### src/rtl/voice_mix_if.sv
// Voice/codec handshake bundle for voice_mix_sequencer; the sequencer takes the slave view.
// No storage, no backpressure of its own.
interface voice_mix_if #(
   parameter int NUM_VOICES = 3,
   parameter int SAMPLE_W   = 18
);
   logic                           new_frame;
   logic                           play;
   logic [NUM_VOICES*SAMPLE_W-1:0] voice_sample;
   logic [NUM_VOICES-1:0]          voice_ready;
   logic [2*NUM_VOICES-1:0]        voice_gain;
   logic [NUM_VOICES-1:0]          voice_mute;
   logic                           generate_next_sample;
   logic                           beat;
   logic [SAMPLE_W-1:0]            mixed_sample;
   logic                           sample_ready;
   logic                           clipped;
   logic                           voice_timeout;
   logic                           frame_overrun;

   modport master (
      output new_frame, play, voice_sample, voice_ready, voice_gain, voice_mute,
      input  generate_next_sample, beat, mixed_sample, sample_ready, clipped,
             voice_timeout, frame_overrun
   );

   modport slave (
      input  new_frame, play, voice_sample, voice_ready, voice_gain, voice_mute,
      output generate_next_sample, beat, mixed_sample, sample_ready, clipped,
             voice_timeout, frame_overrun
   );
endinterface

### src/rtl/voice_mix_sequencer.sv
// Per-frame voice collector/mixer: sample_ready NUM_VOICES+1 cycles after the last capture.
// No backpressure: frame edges outside IDLE are dropped and flagged; late voices are zeroed on timeout.
module voice_mix_sequencer #(
   parameter int NUM_VOICES = 3,
   parameter int SAMPLE_W   = 18,
   parameter int BEAT_COUNT = 1000,
   parameter int BEAT_W     = 10,
   parameter int TIMEOUT    = 64
) (
   input  logic       clk,
   input  logic       reset,
   voice_mix_if.slave bus
);
   localparam int ACC_W = SAMPLE_W + 3;
   localparam int IDX_W = (NUM_VOICES > 1) ? $clog2(NUM_VOICES) : 1;
   localparam int TMO_W = (TIMEOUT > 1) ? $clog2(TIMEOUT) : 1;
   localparam logic signed [ACC_W-1:0] SAT_MAX = {4'b0000, {(SAMPLE_W-1){1'b1}}};
   localparam logic signed [ACC_W-1:0] SAT_MIN = {4'b1111, {(SAMPLE_W-1){1'b0}}};

   typedef enum logic [1:0] {S_IDLE, S_COLLECT, S_SUM, S_OUT} state_t;

   state_t                     state_q, state_d;
   logic                       nf_q, nf_d;
   logic [NUM_VOICES-1:0]      cap_q, cap_d;
   logic signed [SAMPLE_W-1:0] smp_q [NUM_VOICES];
   logic signed [SAMPLE_W-1:0] smp_d [NUM_VOICES];
   logic [TMO_W-1:0]           tmo_q, tmo_d;
   logic [IDX_W-1:0]           idx_q, idx_d;
   logic signed [ACC_W-1:0]    acc_q, acc_d;
   logic [BEAT_W-1:0]          beat_cnt_q, beat_cnt_d;
   logic                       gen_q, gen_d;
   logic                       beat_q, beat_d;
   logic [SAMPLE_W-1:0]        mixed_q, mixed_d;
   logic                       srdy_q, srdy_d;
   logic                       clip_q, clip_d;
   logic                       ovr_q, ovr_d;

   logic                       frame_edge;
   logic [NUM_VOICES-1:0]      cap_set;
   logic                       all_done;
   logic                       tmo_hit;
   logic                       last_voice;

   logic                       start_frame;
   logic                       overrun;
   logic                       collect_en;
   logic                       sum_en;
   logic                       sum_last;
   logic                       out_clr;
   logic                       tmo_pulse;

   logic signed [SAMPLE_W-1:0] sel_smp;
   logic [1:0]                 sel_gain;
   logic                       sel_use;
   logic signed [ACC_W-1:0]    term_ext;
   logic signed [ACC_W-1:0]    term_shift;

   assign frame_edge = bus.new_frame & ~nf_q;
   assign cap_set    = bus.voice_ready & ~bus.voice_mute & ~cap_q;
   // Muted voices count as done, so an all-muted frame leaves COLLECT after one cycle.
   assign all_done   = &(cap_q | cap_set | bus.voice_mute);
   assign tmo_hit    = (tmo_q == TMO_W'(TIMEOUT - 1));
   assign last_voice = (idx_q == IDX_W'(NUM_VOICES - 1));

   always_ff @(posedge clk or posedge reset) begin
      if (reset) begin
         state_q <= S_IDLE;
      end else begin
         state_q <= state_d;
      end
   end

   always_comb begin
      state_d = state_q;
      case (state_q)
         S_IDLE:    if (frame_edge) state_d = S_COLLECT;
         S_COLLECT: if (all_done || tmo_hit) state_d = S_SUM;
         S_SUM:     if (last_voice) state_d = S_OUT;
         S_OUT:     state_d = S_IDLE;
         default:   state_d = S_IDLE;
      endcase
   end

   always_comb begin
      start_frame = 1'b0;
      overrun     = 1'b0;
      collect_en  = 1'b0;
      sum_en      = 1'b0;
      sum_last    = 1'b0;
      out_clr     = 1'b0;
      tmo_pulse   = 1'b0;
      case (state_q)
         S_IDLE: start_frame = frame_edge;
         S_COLLECT: begin
            overrun    = frame_edge;
            collect_en = 1'b1;
            tmo_pulse  = tmo_hit & ~all_done;
         end
         S_SUM: begin
            overrun  = frame_edge;
            sum_en   = 1'b1;
            sum_last = last_voice;
         end
         S_OUT: begin
            overrun = frame_edge;
            out_clr = 1'b1;
         end
         default: ;
      endcase
   end

   always_comb begin
      sel_smp    = smp_q[idx_q];
      sel_gain   = bus.voice_gain[idx_q*2 +: 2];
      sel_use    = cap_q[idx_q] & ~bus.voice_mute[idx_q] & bus.play;
      term_ext   = {{3{sel_smp[SAMPLE_W-1]}}, sel_smp};
      term_shift = term_ext >>> sel_gain;
   end

   always_comb begin
      nf_d       = bus.new_frame;
      cap_d      = cap_q;
      smp_d      = smp_q;
      tmo_d      = '0;
      idx_d      = '0;
      acc_d      = acc_q;
      beat_cnt_d = beat_cnt_q;
      beat_d     = 1'b0;
      gen_d      = start_frame;
      ovr_d      = overrun;
      mixed_d    = mixed_q;
      srdy_d     = 1'b0;
      clip_d     = 1'b0;

      if (collect_en) begin
         cap_d = cap_q | cap_set;
         tmo_d = tmo_q + TMO_W'(1);
         for (int i = 0; i < NUM_VOICES; i++) begin
            if (cap_set[i]) smp_d[i] = bus.voice_sample[i*SAMPLE_W +: SAMPLE_W];
         end
      end

      if (sum_en) begin
         acc_d = acc_q + (sel_use ? term_shift : '0);
         idx_d = last_voice ? '0 : idx_q + IDX_W'(1);
      end

      // Final accumulation is clamped on the way into the output register.
      if (sum_last) begin
         srdy_d = 1'b1;
         if (acc_d > SAT_MAX) begin
            mixed_d = SAT_MAX[SAMPLE_W-1:0];
            clip_d  = 1'b1;
         end else if (acc_d < SAT_MIN) begin
            mixed_d = SAT_MIN[SAMPLE_W-1:0];
            clip_d  = 1'b1;
         end else begin
            mixed_d = acc_d[SAMPLE_W-1:0];
         end
      end

      if (out_clr) begin
         acc_d = '0;
         cap_d = '0;
      end

      if (start_frame && bus.play) begin
         if (beat_cnt_q == BEAT_W'(BEAT_COUNT - 1)) begin
            beat_cnt_d = '0;
            beat_d     = 1'b1;
         end else begin
            beat_cnt_d = beat_cnt_q + BEAT_W'(1);
         end
      end
   end

   always_ff @(posedge clk or posedge reset) begin
      if (reset) begin
         nf_q       <= 1'b0;
         cap_q      <= '0;
         tmo_q      <= '0;
         idx_q      <= '0;
         acc_q      <= '0;
         beat_cnt_q <= '0;
         gen_q      <= 1'b0;
         beat_q     <= 1'b0;
         mixed_q    <= '0;
         srdy_q     <= 1'b0;
         clip_q     <= 1'b0;
         ovr_q      <= 1'b0;
         for (int i = 0; i < NUM_VOICES; i++) smp_q[i] <= '0;
      end else begin
         nf_q       <= nf_d;
         cap_q      <= cap_d;
         tmo_q      <= tmo_d;
         idx_q      <= idx_d;
         acc_q      <= acc_d;
         beat_cnt_q <= beat_cnt_d;
         gen_q      <= gen_d;
         beat_q     <= beat_d;
         mixed_q    <= mixed_d;
         srdy_q     <= srdy_d;
         clip_q     <= clip_d;
         ovr_q      <= ovr_d;
         for (int i = 0; i < NUM_VOICES; i++) smp_q[i] <= smp_d[i];
      end
   end

   assign bus.generate_next_sample = gen_q;
   assign bus.beat                 = beat_q;
   assign bus.mixed_sample         = mixed_q;
   assign bus.sample_ready         = srdy_q;
   assign bus.clipped              = clip_q;
   assign bus.voice_timeout        = tmo_pulse;
   assign bus.frame_overrun        = ovr_q;
endmodule
### src/flat_wrapper.sv
// flat-port wrapper written by rule: the top's interface ports become plain ports
module voice_mix_sequencer_flat 
#(
   parameter int NUM_VOICES = 3,
   parameter int SAMPLE_W   = 18,
   parameter int BEAT_COUNT = 1000,
   parameter int BEAT_W     = 10,
   parameter int TIMEOUT    = 64
)
  (clk, reset, bus_new_frame, bus_play, bus_voice_sample, bus_voice_ready, bus_voice_gain, bus_voice_mute, bus_generate_next_sample, bus_beat, bus_mixed_sample, bus_sample_ready, bus_clipped, bus_voice_timeout, bus_frame_overrun);
  voice_mix_if #(.NUM_VOICES(NUM_VOICES), .SAMPLE_W(SAMPLE_W)) bus_i ();
  input  logic clk;
  input  logic reset;
  input wire logic [$bits(bus_i.new_frame)-1:0] bus_new_frame;
  input wire logic [$bits(bus_i.play)-1:0] bus_play;
  input wire logic [$bits(bus_i.voice_sample)-1:0] bus_voice_sample;
  input wire logic [$bits(bus_i.voice_ready)-1:0] bus_voice_ready;
  input wire logic [$bits(bus_i.voice_gain)-1:0] bus_voice_gain;
  input wire logic [$bits(bus_i.voice_mute)-1:0] bus_voice_mute;
  output wire logic [$bits(bus_i.generate_next_sample)-1:0] bus_generate_next_sample;
  output wire logic [$bits(bus_i.beat)-1:0] bus_beat;
  output wire logic [$bits(bus_i.mixed_sample)-1:0] bus_mixed_sample;
  output wire logic [$bits(bus_i.sample_ready)-1:0] bus_sample_ready;
  output wire logic [$bits(bus_i.clipped)-1:0] bus_clipped;
  output wire logic [$bits(bus_i.voice_timeout)-1:0] bus_voice_timeout;
  output wire logic [$bits(bus_i.frame_overrun)-1:0] bus_frame_overrun;
  assign bus_i.new_frame = bus_new_frame;
  assign bus_i.play = bus_play;
  assign bus_i.voice_sample = bus_voice_sample;
  assign bus_i.voice_ready = bus_voice_ready;
  assign bus_i.voice_gain = bus_voice_gain;
  assign bus_i.voice_mute = bus_voice_mute;
  assign bus_generate_next_sample = bus_i.generate_next_sample;
  assign bus_beat = bus_i.beat;
  assign bus_mixed_sample = bus_i.mixed_sample;
  assign bus_sample_ready = bus_i.sample_ready;
  assign bus_clipped = bus_i.clipped;
  assign bus_voice_timeout = bus_i.voice_timeout;
  assign bus_frame_overrun = bus_i.frame_overrun;
  voice_mix_sequencer #(.NUM_VOICES(NUM_VOICES), .SAMPLE_W(SAMPLE_W), .BEAT_COUNT(BEAT_COUNT), .BEAT_W(BEAT_W), .TIMEOUT(TIMEOUT)) u_core (.clk(clk), .reset(reset), .bus(bus_i));
endmodule
### config.mk
export PLATFORM = sky130hd
export DESIGN_NAME = voice_mix_sequencer_flat
export DESIGN_NICKNAME = d
export VERILOG_FILES = /design/src/rtl/voice_mix_if.sv /design/src/rtl/voice_mix_sequencer.sv /design/src/flat_wrapper.sv
export SDC_FILE = /design/constraint.sdc
export NUM_CORES = 1
export LEC_CHECK = 0
export BUFFER_PORTS_ARGS = -buffer_cell sky130_fd_sc_hd__clkbuf_2
export CORE_ASPECT_RATIO = 0.7
export CORE_MARGIN = 10
export CORE_UTILIZATION = 53
export DETAILED_ROUTE_END_ITERATION = 8
export PLACE_DENSITY = 0.81
export SETUP_SLACK_MARGIN = 0.3
export SYNTH_ARGS = -nofsm -noshare
export SYNTH_HDL_FRONTEND = slang
export SYNTH_SLANG_ARGS = --single-unit
export TNS_END_PERCENT = 5
### constraint.sdc
create_clock -name clk -period 4.4 [get_ports clk]
set_input_delay 0.44 -clock clk [delete_from_list [all_inputs] [get_ports clk]]
set_output_delay 0.44 -clock clk [all_outputs]
set_load 0.03 [all_outputs]
### Word-level counts from Yosys, hierarchy flattened

Cells that the tools add are included.

| storage, ports and cells | value |
|---|---|
| register bits | 122 |
| input port bits | 70 |
| output and inout port bits | 24 |
| logic and storage cells | 94 |

| cells by class | value |
|---|---|
| add/sub/neg operators | 4 |
| order comparisons | 4 |
| equal/unequal tests | 9 |
| shift operators | 2 |
| multiplexer cells | 35 |
| bitwise gates (word level) | 14 |
| reductions and logical operators | 10 |

Operators with widths:

| operator | count |
|---|---|
| two-way mux 18 bit | 4 |
| two-way mux 21 bit | 3 |
| binary-select mux 18 bit (select 2 bit) | 1 |
| adder 21 bit | 1 |
| greater-than comparator 21 x 18 -> 1 bit, second input constant | 1 |
| < comparator 21 x 18 -> 1 bit, second input constant | 1 |
| >>> shifter 18 x 2 -> 21 bit | 1 |
| two-way mux 1 bit | 15 |
| adder 10 x 1 -> 10 bit, second input constant | 1 |
| equality test 10 bit, second input constant | 1 |
| two-way mux 10 bit | 1 |
| two-way mux 2 bit | 5 |
| one-hot mux 2 bit (4 select lines) | 1 |
| adder 6 x 1 -> 6 bit, second input constant | 1 |
| AND 3 bit | 2 |
| equality test 2 bit, second input constant | 3 |
| equality test 6 bit, second input constant | 1 |
| two-way mux 3 bit | 2 |
| two-way mux 6 bit | 1 |
| inequality test 2 x 1 -> 1 bit, second input constant | 3 |
| inverter 3 bit | 2 |
| bitwise OR 3 bit | 2 |
| AND reduction 2 bit | 3 |
| AND reduction 3 bit | 2 |
| 14 further kinds | 20 |

### Depth between registers and ports, before layout

Gate-level depths: netlist of run 1.

| depth | value |
|---|---|
| depth after elaboration | 12 |
| depth in mapped cells | 20 |
| gate-level depth less buffers | 17 |

### Least setup slack after synthesis of run 1

OpenSTA, ideal clock, no wires.

| timing path | value |
|---|---|
| kind | register -> register |
| from | reg u_core.idx_q[1] |
| to | reg u_core.mixed_q[0], in the netlist u_core.bus.mixed_sample[0] |
| setup time | 0.104 ns |
| arrival time | 4.143 ns |
| data required time | 4.296 ns |
| slack | 0.154 ns |
| stages on the path, launching flop included | 19 |
| path buffers | 4 |
| period minus slack after synthesis | 4.246 ns |
| cell sequence | dfrtp_1 > buf_2 > buf_1 > buf_2 > mux2i_1 > o21ai_0 > o211ai_1 > a21oi_1 > ha_1 > fa_1 > a21o_1 > and4_1 > o21ai_1 > a21oi_1 > o31a_1 > nor3_1 > a211oi_4 > buf_6 > o311ai_1 |

| on the way | value |
|---|---|
| word-level cells in the longest chain between the ends | 11 |
| elaborated cells on any way between the ends | 22 |
| classes of those cells | add/sub (1); order compare (2); eq/ne (1); shift (2); mux (12); bitwise (4) |

Ends and longest elaborated chain:

| item | RTL line | source |
|---|---|---|
| from (decl) | voice_mix_sequencer.sv:28 | `logic [IDX_W-1:0] idx_q, idx_d;` |
| from (signal assigned) | voice_mix_sequencer.sv:196 | `idx_q <= idx_d;` |
| inverter 2 -> 3 bit (implied by the code) / binary-select mux 1 bit (select 2 bit) (equally long branches) | voice_mix_sequencer.sv:113, voice_mix_sequencer.sv:115 |  |
| binary-select mux 18 bit (select 2 bit) / two-way mux 1 bit (equally long branches) | voice_mix_sequencer.sv:113, voice_mix_sequencer.sv:115 |  |
| two-way mux 18 bit (implied by the code) / inverter 1 bit (equally long branches) | voice_mix_sequencer.sv:113, voice_mix_sequencer.sv:115 |  |
| two-way mux 18 bit (implied by the code) / AND 1 bit (equally long branches) | voice_mix_sequencer.sv:113, voice_mix_sequencer.sv:115 |  |
| >>> shifter 18 x 2 -> 21 bit / AND 1 bit (equally long branches) | voice_mix_sequencer.sv:117, voice_mix_sequencer.sv:115 |  |
| two-way mux 21 bit | voice_mix_sequencer.sv:144 | `acc_d = acc_q + (sel_use ? term_shift : '0);` |
| adder 21 bit | voice_mix_sequencer.sv:144 |  |
| two-way mux 21 bit | voice_mix_sequencer.sv:143 | `if (sum_en) begin` |
| < comparator 21 x 18 -> 1 bit | voice_mix_sequencer.sv:154 | `end else if (acc_d < SAT_MIN) begin` |
| two-way mux 18 bit | voice_mix_sequencer.sv:154 |  |
| two-way mux 18 bit | voice_mix_sequencer.sv:151 | `if (acc_d > SAT_MAX) begin` |
| to (signal assigned) | voice_mix_sequencer.sv:201 | `mixed_q <= mixed_d;` |
| to (decl) | voice_mix_sequencer.sv:33 | `logic [SAMPLE_W-1:0] mixed_q, mixed_d;` |

Several ways; a longest one is shown, not always the timed one. The select of a mux whose other input is x is not followed.
A chain may end at the register's enable or synchronous reset.

### Final worst setup path of run 1

| timing path | value |
|---|---|
| from | reg u_core.idx_q[1] |
| to | reg u_core.mixed_q[7], in the netlist u_core.bus.mixed_sample[7] |

The elaborated chain is that of the path after synthesis.

==> flow_summary.toml, run 1 <==
[routing]
top_layer_used = "met4"
drtAntennaViolNets = 0
drt_wl_total_um = 18300
wl_per_cell_um = 18.9
drt_pass1_iterations = 6
drt-vias-per-instance = 6.04
drt-initial-drc-count = 597
wl_met3_um = 1270
drcViolationCount = 0
vias = 5854
wl_met1_um = 7910
wl_met2_um = 8670

[pwr]
switching_share_pct = 40.2
p_int_mw = 3.54
p_comb_share_pct = 44.7
p_leak_nw = 4.01
switchingPower_mw = 2.38
pwr-share-seq_pct = 31.9
power_frac_clock_pct = 23.3
peakVddDrop_uv = 392
p_per_area_nw_per_um2 = 687

[global_route]
first_global_vias = 5937
grt_usage_pct = 20.2
overflow = 0
grt_first_pass_wirelength_um = 29600
antenna_found_initial = 0
grt_max_degree = 51

[clock_network]
clock_sinks = 122
tritoncts = "yes"
hold_buffers = 0
path_clk_slew_ns = 0.06
cts_root_buffer = "clkbuf_16"
clock_latency_ns = 0.42
cts_buffers = 17
cts_htree_levels = 4
cts_buffer_depth = 2

[critical_path]
r2r_end = "u_core.bus.mixed_sample[7]"
worstPathBufferInverterCount = 4
crit_type = "reg -> reg"
crit_family = "compound AO/OA/AOI/OAI gates"
regToRegSetupSlack_ns = 0.36
reg2reg_from = "u_core.idx_q[1]"
crit_slowest_cell = "dfrtp_2"
worstPathRequired_ns = 4.71
slowest_delay_ns = 0.44
reg2reg_depth = 19
path_cells = "buf_12 > buf_4 > mux2i_1 > nor2_1 > a21oi_1 > mux2i_1 > nand2_1 > a21oi_1 > ha_2 > nand4_1 > o211ai_1 > a211oi_2 > buf_4 > a311oi_1 > nor2_2 > nor2_2 > a211oi_4 > buf_12 > o311ai_1"
critPathArrivalTime_ns = 4.36
startpoint_type = "flip-flop"
critPathMaxFanout = 19
crit_path_end_kind = "flip-flop"

[job]
cap_viol_max_count = 0

[sta]
fmax_mhz = 247
final.setup.tns_ns = 0
setup-violations-final = 0
tightest_slew_ns = 0.989
slew_viol_final = 0
final.setup_skew_ns = 0.00872
hold_viol = 0
fin_crit_ns = 4.04
hold_slack_ns = 0.0861
rsz0062_at_grt = "true"
maxSlewHeadroom_pct = 34.1
min_period_over_period_pct = 91.9

[placed_design]
gp_congestion = 0.971
hpwl_um = 12900
numPortBuffers = 93

[synth]
seq_area_frac_synth_pct = 44.6
syn_avg_cell_area_um2 = 10.1
synth_nets = 778
netlist_area_um2 = 6850
synthFlopType = "dfrtp_1"
ys_warn_count = 0
synth_edf_count = 0
synthArstFlopShare_pct = 100
syn_inst = 681
synth.distinct_cells = 59
ys_seq_elements = 122

[floorplan]
io_pins = 94
core_um2 = 12500
start_util_pct = 54.6
die_x_um = 156
die_h_um = 115
fp-row-count = 34
die-area_um2 = 17900

[final_layout]
area_delta_synth_final_pct = 25.8
num_antenna_cells = 0
num-nets-final = 892
drive_gt1_share_pct = 34.3

[min_path]
hp-class = "in -> async"

[outcome]
outcome = "finished, final reports clean"
==> state kept, by name, indices dropped and copies added, names as in the netlist, 2 cells and up <==
register / count
u_core.acc_q: 21
u_core.beat_cnt_q: 10
u_core.bus.mixed_sample: 18
u_core.cap_q: 3
u_core.idx_q: 2
u_core.smp_q: 54
u_core.state_q: 2
u_core.tmo_q: 6
==> cells in the final DEF (no fill, tap or decap), drive strengths merged, types with 4 or more instances in the layout <==
cell and instances:
a211oi 5, a21o 10, a21oi 60, a311oi 5
a31oi 5, and2 10, and3 7, buf 37
clkbuf 112, clkinv 5, clkinvlp 4, dfrtp 122
ha 26, inv 10, mux2 54, mux2i 46
nand2 71, nand3 16, nand4 6, nor2 73
nor2b 7, nor3 9, o211ai 7, o21ai 18
o311ai 17, xnor2 15, xor2 11
==> metal layers <==
metal  vias to the layer above  GRT usage (%)
li1                       2690              -
met1                      2884           25.8
met2                       223           32.5
met3                        57           5.67
met4                         0           7.40
met5                         -              0
==> worst reg2reg max path: cells and delay by family, from the launching register on <==
kind / cells / cell delay, ns
adder cells (fa/ha/maj): 1 / 0.44
buffers and inverters: 4 / 0.68
AND/OR/NAND/NOR: 5 / 0.57
multiplexers: 2 / 0.35
flip-flops: 1 / 0.44
AO/OA/AOI/OAI: 7 / 1.45
==> Yosys cell counts (6+ instances only) <==
library cell,instances,share of area [%]
o311ai_0,8,1.0
o311ai_1,9,1.2
dfrtp_1,122,45
xor2_1,11,1.4
inv_1,7,0.38
xnor2_1,15,1.9
nand4_1,6,0.55
o211ai_1,7,0.77
and3_1,7,0.64
ha_1,26,4.7
mux2_2,54,8.9
a21o_1,10,1.1
clkbuf_1,25,1.4
o21ai_0,17,1.2
nand3_1,16,1.2
mux2i_1,46,6.7
a21oi_1,60,4.4
nor2b_1,7,0.64
and2_1,10,0.91
nand2_1,71,3.9
nor2_1,73,4.0
nor3_1,9,0.66
==> final cells by class <==
type                    instances  area (µm²)
fillers                       914        3930
multi-input cells             516        3960
repair buffers                130         788
inverters                       8        32.5
clock buffers                  19         443
flip-flops and latches        122        3050
well taps                     162         203
clock inverters                13         144
==> worst max path at each step <==
stage               slack, ns  cells after the start            start                     endpoint
floorplan                0.31                     19  u_core.idx_q[1]   u_core.bus.mixed_sample[0]
global placement         0.31                     15  u_core.idx_q[1]  u_core.bus.mixed_sample[16]
detailed placement       0.12                     18  u_core.idx_q[1]   u_core.bus.mixed_sample[9]
CTS                      0.31                     17  u_core.idx_q[1]  u_core.bus.mixed_sample[15]
global route             0.16                     18  u_core.idx_q[1]   u_core.bus.mixed_sample[4]
finish                   0.36                     19  u_core.idx_q[1]   u_core.bus.mixed_sample[7]
==> power by group through the flow <==
stage	registers, mW	clock network, mW	logic, mW
after global placement	1.85	0	2.27
after floorplan	1.94	0	1.61
after CTS	1.87	1.40	2.41
final	1.89	1.38	2.65
after global routing	1.94	1.45	2.89
after detailed placement	1.88	0	2.35
==> metrics by stage <==
step | total power, mW | instances | util, % | area [µm²] | worst slack [ns]
detailed placement | 4.23 | 923 | 60.5 | 7600 | 0.124
CTS | 5.68 | 960 | 65.8 | 8260 | 0.312
global placement | 4.12 | 923 | 60.5 | 7600 | 0.308
floorplan | 3.55 | 681 | - | 6850 | 0.308
finish | 5.92 | 970 | 68.7 | 8620 | 0.357
global route | 6.29 | 970 | 68.7 | 8620 | 0.158
==> cell families after synthesis <==
family	after synthesis	share of synthesized area [%]
xor gates and xnor gates	26	3.32
muxes	100	15.6
adders and majority gates	27	5.04
DFF	122	44.6
and+or+nand+nor	216	14.6
buffers and inverters	43	2.56
AOI/OAI and AO/OA	147	14.3
==> timing repair <==
action	in CTS	in global routing
pin swaps	2	8
setup endpoints to repair	18	18
gates resized for setup	9	67
setup buffers	5	10
gates cloned	0	0
(Power assumes the default switching activity.)
==> run 2, diff against run 1 <==
--- a/config.mk
+++ b/config.mk
@@ -10,7 +10,8 @@
 export CORE_MARGIN = 10
 export CORE_UTILIZATION = 53
 export DETAILED_ROUTE_END_ITERATION = 8
-export PLACE_DENSITY = 0.81
+export GPL_TIMING_DRIVEN = 0
+export PLACE_DENSITY = 0.87
 export SETUP_SLACK_MARGIN = 0.3
 export SYNTH_ARGS = -nofsm -noshare
 export SYNTH_HDL_FRONTEND = slang
==> flow_summary.toml, run 2 (same netlist as run 1, synthesis figures left out) <==
[outcome]
outcome = "complete, but fails checks"
violations = "setup timing"

[final_layout]
fillers = 736
layout_commonest_cell = "dfrtp_1"
stdcell_count = 1005
area_delta_synth_final_pct = 34.1
largest_reg_flops = 54
num-nets-final = 927
largest_register = "u_core.smp_q"
multi_input_area_um2 = 4190
final-seq-area_um2 = 3050
final_area_um2 = 9190
num_antenna_cells = 0
drive_gt1_share_pct = 39.3
final_cell_mix = "dfrtp_1, clkbuf_2, nand2_1"

[clock_network]
cts_buffers = 17
path_clk_slew_ns = 0.06
cts_htree_levels = 4
clock_latency_ns = 0.44
tritoncts = "yes"
cts_root_buffer = "clkbuf_16"
clock_sinks = 122
cts_buffer_depth = 2

[routing]
wl_per_cell_um = 22.8
drt-initial-drc-count = 820
drt-vias-per-instance = 6.39
vias = 6426
drt_pass1_iterations = 7
drtAntennaViolNets = 0
drcViolationCount = 0
drt_wl_total_um = 22900

[placed_design]
gp_congestion = 0.917
hpwl_um = 12900
place_ws_ns = -0.482
place_area_um2 = 7560
numPortBuffers = 93
placedCellCount = 938

[floorplan]
die-area_um2 = 17900
die_h_um = 115
core_um2 = 12500
fp-row-count = 34
start_util_pct = 54.6
io_pins = 94
die_x_um = 156

[sta]
fmax_mhz = 223
fin_crit_ns = 4.49
final.setup_skew_ns = 0.0132
worst_slack_ns = -0.0902
rsz0062_at_grt = "true"
tightest_slew_ns = 0.918
hold_viol = 0
maxSlewHeadroom_pct = 38.5
min_period_over_period_pct = 102
slew_viol_final = 0
setup-violations-final = 16

[critical_path]
crit_path_end_kind = "flip-flop"
startpoint_type = "flip-flop"
worstPathBufferInverterCount = 6
path_cells = "buf_6 > buf_12 > mux2i_2 > nor2_1 > a21oi_2 > clkdlybuf4s15_2 > nor2_1 > a21oi_1 > nor2_1 > ha_1 > nand2_1 > o21ai_1 > nor2_1 > a311oi_1 > nor2_1 > buf_4 > nor2_2 > a211oi_4 > buf_6 > buf_6 > o311ai_1"
critPathArrivalTime_ns = 4.81
slowest_delay_ns = 0.43
crit_type = "reg -> reg"
critPathMaxFanout = 10
crit_family = "compound AO/OA/AOI/OAI gates"
crit_slowest_cell = "o21ai_1"
worstPathRequired_ns = 4.72
cp_common_cell = "nor2_1"

[pwr]
p_per_area_nw_per_um2 = 724
p_leak_nw = 4.20
power_mw = 6.65
peakVddDrop_uv = 366

[job]
cap_viol_max_count = 0

[global_route]
antenna_found_initial = 0
grt_max_degree = 98
first_global_vias = 6243
overflow = 0
grt_first_pass_wirelength_um = 31200
grt_usage_pct = 21.6

[min_path]
hp-class = "in -> reg"
## run 2: changes by cell type in the layout (fill, tap and decap cells not counted), moves of 4 or more
cell | before | now
buf_6 | 2 | 11
mux2i_1 | 43 | 34
buf_4 | 32 | 28
clkbuf_8 | 1 | 5
clkbuf_1 | 1 | 14
a21oi_1 | 48 | 36
mux2i_2 | 3 | 10
a21oi_2 | 11 | 22
o311ai_1 | 10 | 4
## run 2: area by class of cell
class	instances	share of cell area (%)
multi-input cells	516	45.6
flip-flops and latches	122	33.2
inverters	8	0.381
plain buffers	35	2.95
well taps	162	2.21
repair buffers	130	8.82
clock inverters	12	1.76
clock buffers	20	5.08
## run 2: report_power, final
group          switching, mW  total [mW]  internal, mW
logic                   1.88        3.23          1.35
clock network          0.565        1.51         0.942
registers              0.335        1.91          1.58
## run 2: through the flow
stage,utilization (%),hold slack (ns),TNS (ns)
after CTS,68.5,0.135,0
after detailed placement,60.3,0.408,-7.68
after global routing,73.2,0.129,-4.88
after global placement,59.9,0.451,-86.15
final,73.2,0.134,-0.474
after floorplan,-,0.432,0
## run 2: final timing paths
kind                                      start                           to  slack [ns]  cells after the start
worst max-delay path            u_core.idx_q[1]  u_core.bus.mixed_sample[14]       -0.09                     21
worst min-delay path              bus_new_frame                  u_core.nf_q        0.13                      1
worst max register to register  u_core.idx_q[1]  u_core.bus.mixed_sample[14]       -0.09                     21
worst min register to register  u_core.tmo_q[0]              u_core.tmo_q[0]        0.47                      1
max in group asynchronous                 reset      u_core.bus.sample_ready        3.13                      4
min in group asynchronous                 reset         u_core.beat_cnt_q[1]        0.51                      3
## run 2: worst reg2reg max path: stages (launching register included)
cell             delay [ns]
dfrtp_1                0.35
buf_6                  0.16
buf_12                 0.16
mux2i_2                0.23
nor2_1                 0.09
a21oi_2                0.23
clkdlybuf4s15_2        0.29
nor2_1                 0.06
a21oi_1                0.14
nor2_1                 0.07
ha_1                   0.40
nand2_1                0.25
o21ai_1                0.43
nor2_1                 0.12
a311oi_1               0.34
nor2_1                 0.07
buf_4                  0.16
nor2_2                 0.15
a211oi_4               0.08
buf_6                  0.14
buf_6                  0.15
o311ai_1               0.31
## run 2: what timing repair did
| action | 4_1_cts | 5_1_grt |
|---|---|---|
| hold endpoints to repair | 25 | 0 |
| cloned | 2 | 2 |
| buffers inserted | 15 | 15 |
| endpoints found under the setup margin | 28 | 19 |
| hold buffers | 1 | 0 |
| resized for setup | 74 | 109 |
| pin swaps | 17 | 26 |
## run 2: layer usage
layer / vias to the layer above / GRT usage (%) / wire, µm
met5: - / 0 / 0
met4: 0 / 7.40 / 1030
met3: 121 / 6.75 / 2350
met2: 423 / 34.4 / 10600
met1: 3116 / 27.4 / 8930
li1: 2766 / - / -
==> run 3, diff against run 2 <==
--- a/config.mk
+++ b/config.mk
@@ -5,6 +5,7 @@
 export SDC_FILE = /design/constraint.sdc
 export NUM_CORES = 1
 export LEC_CHECK = 0
+export ABC_AREA = 1
 export BUFFER_PORTS_ARGS = -buffer_cell sky130_fd_sc_hd__clkbuf_2
 export CORE_ASPECT_RATIO = 0.7
 export CORE_MARGIN = 10
==> flow_summary.toml, run 3 <==
[outcome]
outcome = "finished, final reports clean"

[synth]
muxShareOfSynthArea_pct = 7.36
synth_simple_gate_area_share_pct = 24.5
netlist_area_um2 = 7220
synthArstFlopShare_pct = 100
syn_inst = 919
synth.area.top_cells = "dfrtp_1, nand2_1, mux2_2"
synth-compound-area-share_pct = 11.0
seq_area_frac_synth_pct = 42.3
synthFlopType = "dfrtp_1"
synth_top_family_by_area = "simple AND/OR/NAND/NOR gates"
yosysMostFrequentCell = "nand2_1"
syn_avg_cell_area_um2 = 7.86
synth_nets = 1016
synth_top_area_share_pct = 42.3
synth_fa_ha_area_share_pct = 4.78
yosys.area.top_type = "dfrtp_1"
synth_edf_count = 0
ys_warn_count = 0
synthXorXnorAreaFrac_pct = 1.82
ys_seq_elements = 122
synth.distinct_cells = 45
synthTopCellsByCount = "nand2_1, dfrtp_1, inv_1"

[critical_path]
slowest_delay_ns = 0.44
critPathMaxFanout = 10
crit_path_end_kind = "flip-flop"
startpoint_type = "flip-flop"
path_cells = "inv_2 > nor2_4 > buf_4 > a221oi_4 > inv_2 > buf_4 > o21ai_1 > nand2_1 > a21oi_1 > ha_1 > nand3_1 > nand3_1 > nand2_1 > nand4_1 > nand2_1 > nand2_1 > nand2_1 > nand3_1 > a21oi_4 > buf_4 > a21oi_1"
cp_common_cell = "nand2_1"
worstPathBufferInverterCount = 5
crit_type = "reg -> reg"
crit_family = "compound AO/OA/AOI/OAI gates"
worstPathRequired_ns = 4.71
crit_slowest_cell = "a221oi_4"
critPathArrivalTime_ns = 4.24

[clock_network]
hold_buffers = 0
clock_sinks = 122
tritoncts = "yes"
cts_root_buffer = "clkbuf_16"
cts_buffer_depth = 2
cts_htree_levels = 4
cts_buffers = 17
path_clk_slew_ns = 0.06
clock_latency_ns = 0.43

[placed_design]
place_ws_ns = 0.117
numPortBuffers = 93
gp_congestion = 0.926
hpwl_um = 14000
place_area_um2 = 7950

[floorplan]
start_util_pct = 54.4
core_um2 = 13300
die-area_um2 = 18800
io_pins = 94
fp-row-count = 35
die_h_um = 118
die_x_um = 160

[final_layout]
drive_gt1_share_pct = 23.1
largest_register = "u_core.smp_q"
layout_commonest_cell = "nand2_1"
final_area_um2 = 8710
num_antenna_cells = 0
fillers = 1061
largest_reg_flops = 54
final_cell_mix = "nand2_1, dfrtp_1, inv_1"
num-nets-final = 1138
area_delta_synth_final_pct = 20.5

[routing]
drt-vias-per-instance = 5.42
drtAntennaViolNets = 0
vias = 6715
drt_wl_total_um = 19300
drt-initial-drc-count = 481
drcViolationCount = 0
wl_per_cell_um = 15.5
drt_pass1_iterations = 6

[sta]
worst_slack_ns = 0.465
hold_viol = 0
fmax_mhz = 254
fin_crit_ns = 3.93
final.setup.tns_ns = 0
final.setup_skew_ns = 0.0127
maxSlewHeadroom_pct = 51.0
tightest_slew_ns = 0.735
setup-violations-final = 0
slew_viol_final = 0
min_period_over_period_pct = 89.4
rsz0062_at_grt = "false"

[global_route]
grt_first_pass_wirelength_um = 31600
first_global_vias = 6567
grt_max_degree = 63
grt_usage_pct = 20.2
antenna_found_initial = 0
overflow = 0

[pwr]
p_leak_nw = 4.60
peakVddDrop_uv = 325
p_per_area_nw_per_um2 = 614

[job]
cap_viol_max_count = 0

[min_path]
hp-class = "in -> async"
==> run 3: changes by cell type after synthesis, moves of 9 or more <==
cell | before | now
a21o_1 | 10 | 0
a21oi_1 | 60 | 84
inv_1 | 7 | 119
mux2_2 | 54 | 41
mux2i_1 | 46 | 7
nand2_1 | 71 | 248
nand3_1 | 16 | 38
o311ai_1 | 9 | 0
or2_2 | 2 | 19
xnor2_1 | 15 | 3
==> run 3: power by group <==
group,total [mW],internal (mW),leakage (nW),switching [mW]
combinational,2.23,0.840,2.88,1.39
sequential,1.76,1.53,1.46,0.232
clock,1.35,0.786,0.272,0.563
total,5.34,3.16,4.60,2.19
==> run 3: cells by family after synthesis <==
logic type	Yosys count
compound gates	137
xor+xnor	15
fa+ha+maj	27
buf+inv	151
flops	122
mux	48
simple gates	419
==> run 3: per-stage QoR <==
stage	hold WS (ns)	util [%]	std cells	total power [mW]
floorplan	0.431	-	919	3.27
global placement	0.453	59.7	1197	3.75
detailed placement	0.460	59.9	1198	3.83
CTS	0.110	64.5	1232	5.24
global route	0.127	65.6	1239	5.66
finish	0.0836	65.6	1239	5.34
==> run 3: worst paths after layout <==
kind | start | endpoint | slack, ns | depth (start not counted)
max | u_core.idx_q[1] | u_core.bus.mixed_sample[13] | 0.47 | 21
min | reset | u_core.beat_cnt_q[9] | 0.08 | 2
max reg2reg | u_core.idx_q[1] | u_core.bus.mixed_sample[13] | 0.47 | 21
min reg2reg | u_core.tmo_q[0] | u_core.tmo_q[0] | 0.47 | 1
max in group asynchronous | reset | u_core.smp_q[52] | 3.59 | 3
min in group clk | bus_new_frame | u_core.nf_q | 0.14 | 1
==> run 3: area by class of cell <==
| cell class | instances | area [µm²] | area share, % |
|---|---|---|---|
| Buffer | 26 | 151 | 1.74 |
| Clock buffer | 17 | 425 | 4.89 |
| Clock inverter | 15 | 144 | 1.65 |
| Inverter | 125 | 477 | 5.48 |
| Multi-Input combinational cell | 646 | 3660 | 42.0 |
| Sequential cell | 122 | 3050 | 35.1 |
| Tap cell | 185 | 231 | 2.66 |
| Timing Repair Buffer | 103 | 564 | 6.48 |
==> run 3: routing by layer <==
layer	routed length [µm]	global-route usage [%]	part of all wire, %	vias to the layer above
met5	0	0	0	-
met4	318	6.93	1.7	0
met3	1440	4.65	7.5	33
met2	9000	31.6	47	289
met1	8510	26.9	44	3188
li1	-	-	-	3205
==> run 3: worst register-to-register path, cell delays in order (launching register included) <==
cell and delay, ns:
dfrtp_1 0.42, inv_2 0.12, nor2_4 0.06, buf_4 0.14
a221oi_4 0.44, inv_2 0.12, buf_4 0.20, o21ai_1 0.19
nand2_1 0.07, a21oi_1 0.32, ha_1 0.32, nand3_1 0.07
nand3_1 0.19, nand2_1 0.16, nand4_1 0.14, nand2_1 0.10
nand2_1 0.06, nand2_1 0.10, nand3_1 0.15, a21oi_4 0.20
buf_4 0.17, a21oi_1 0.07
==> run 3: what timing repair did <==
item	CTS	global route
gates cloned	0	0
setup endpoints to repair	18	20
pin swaps	1	7
setup buffers	2	7
resized for setup	6	31
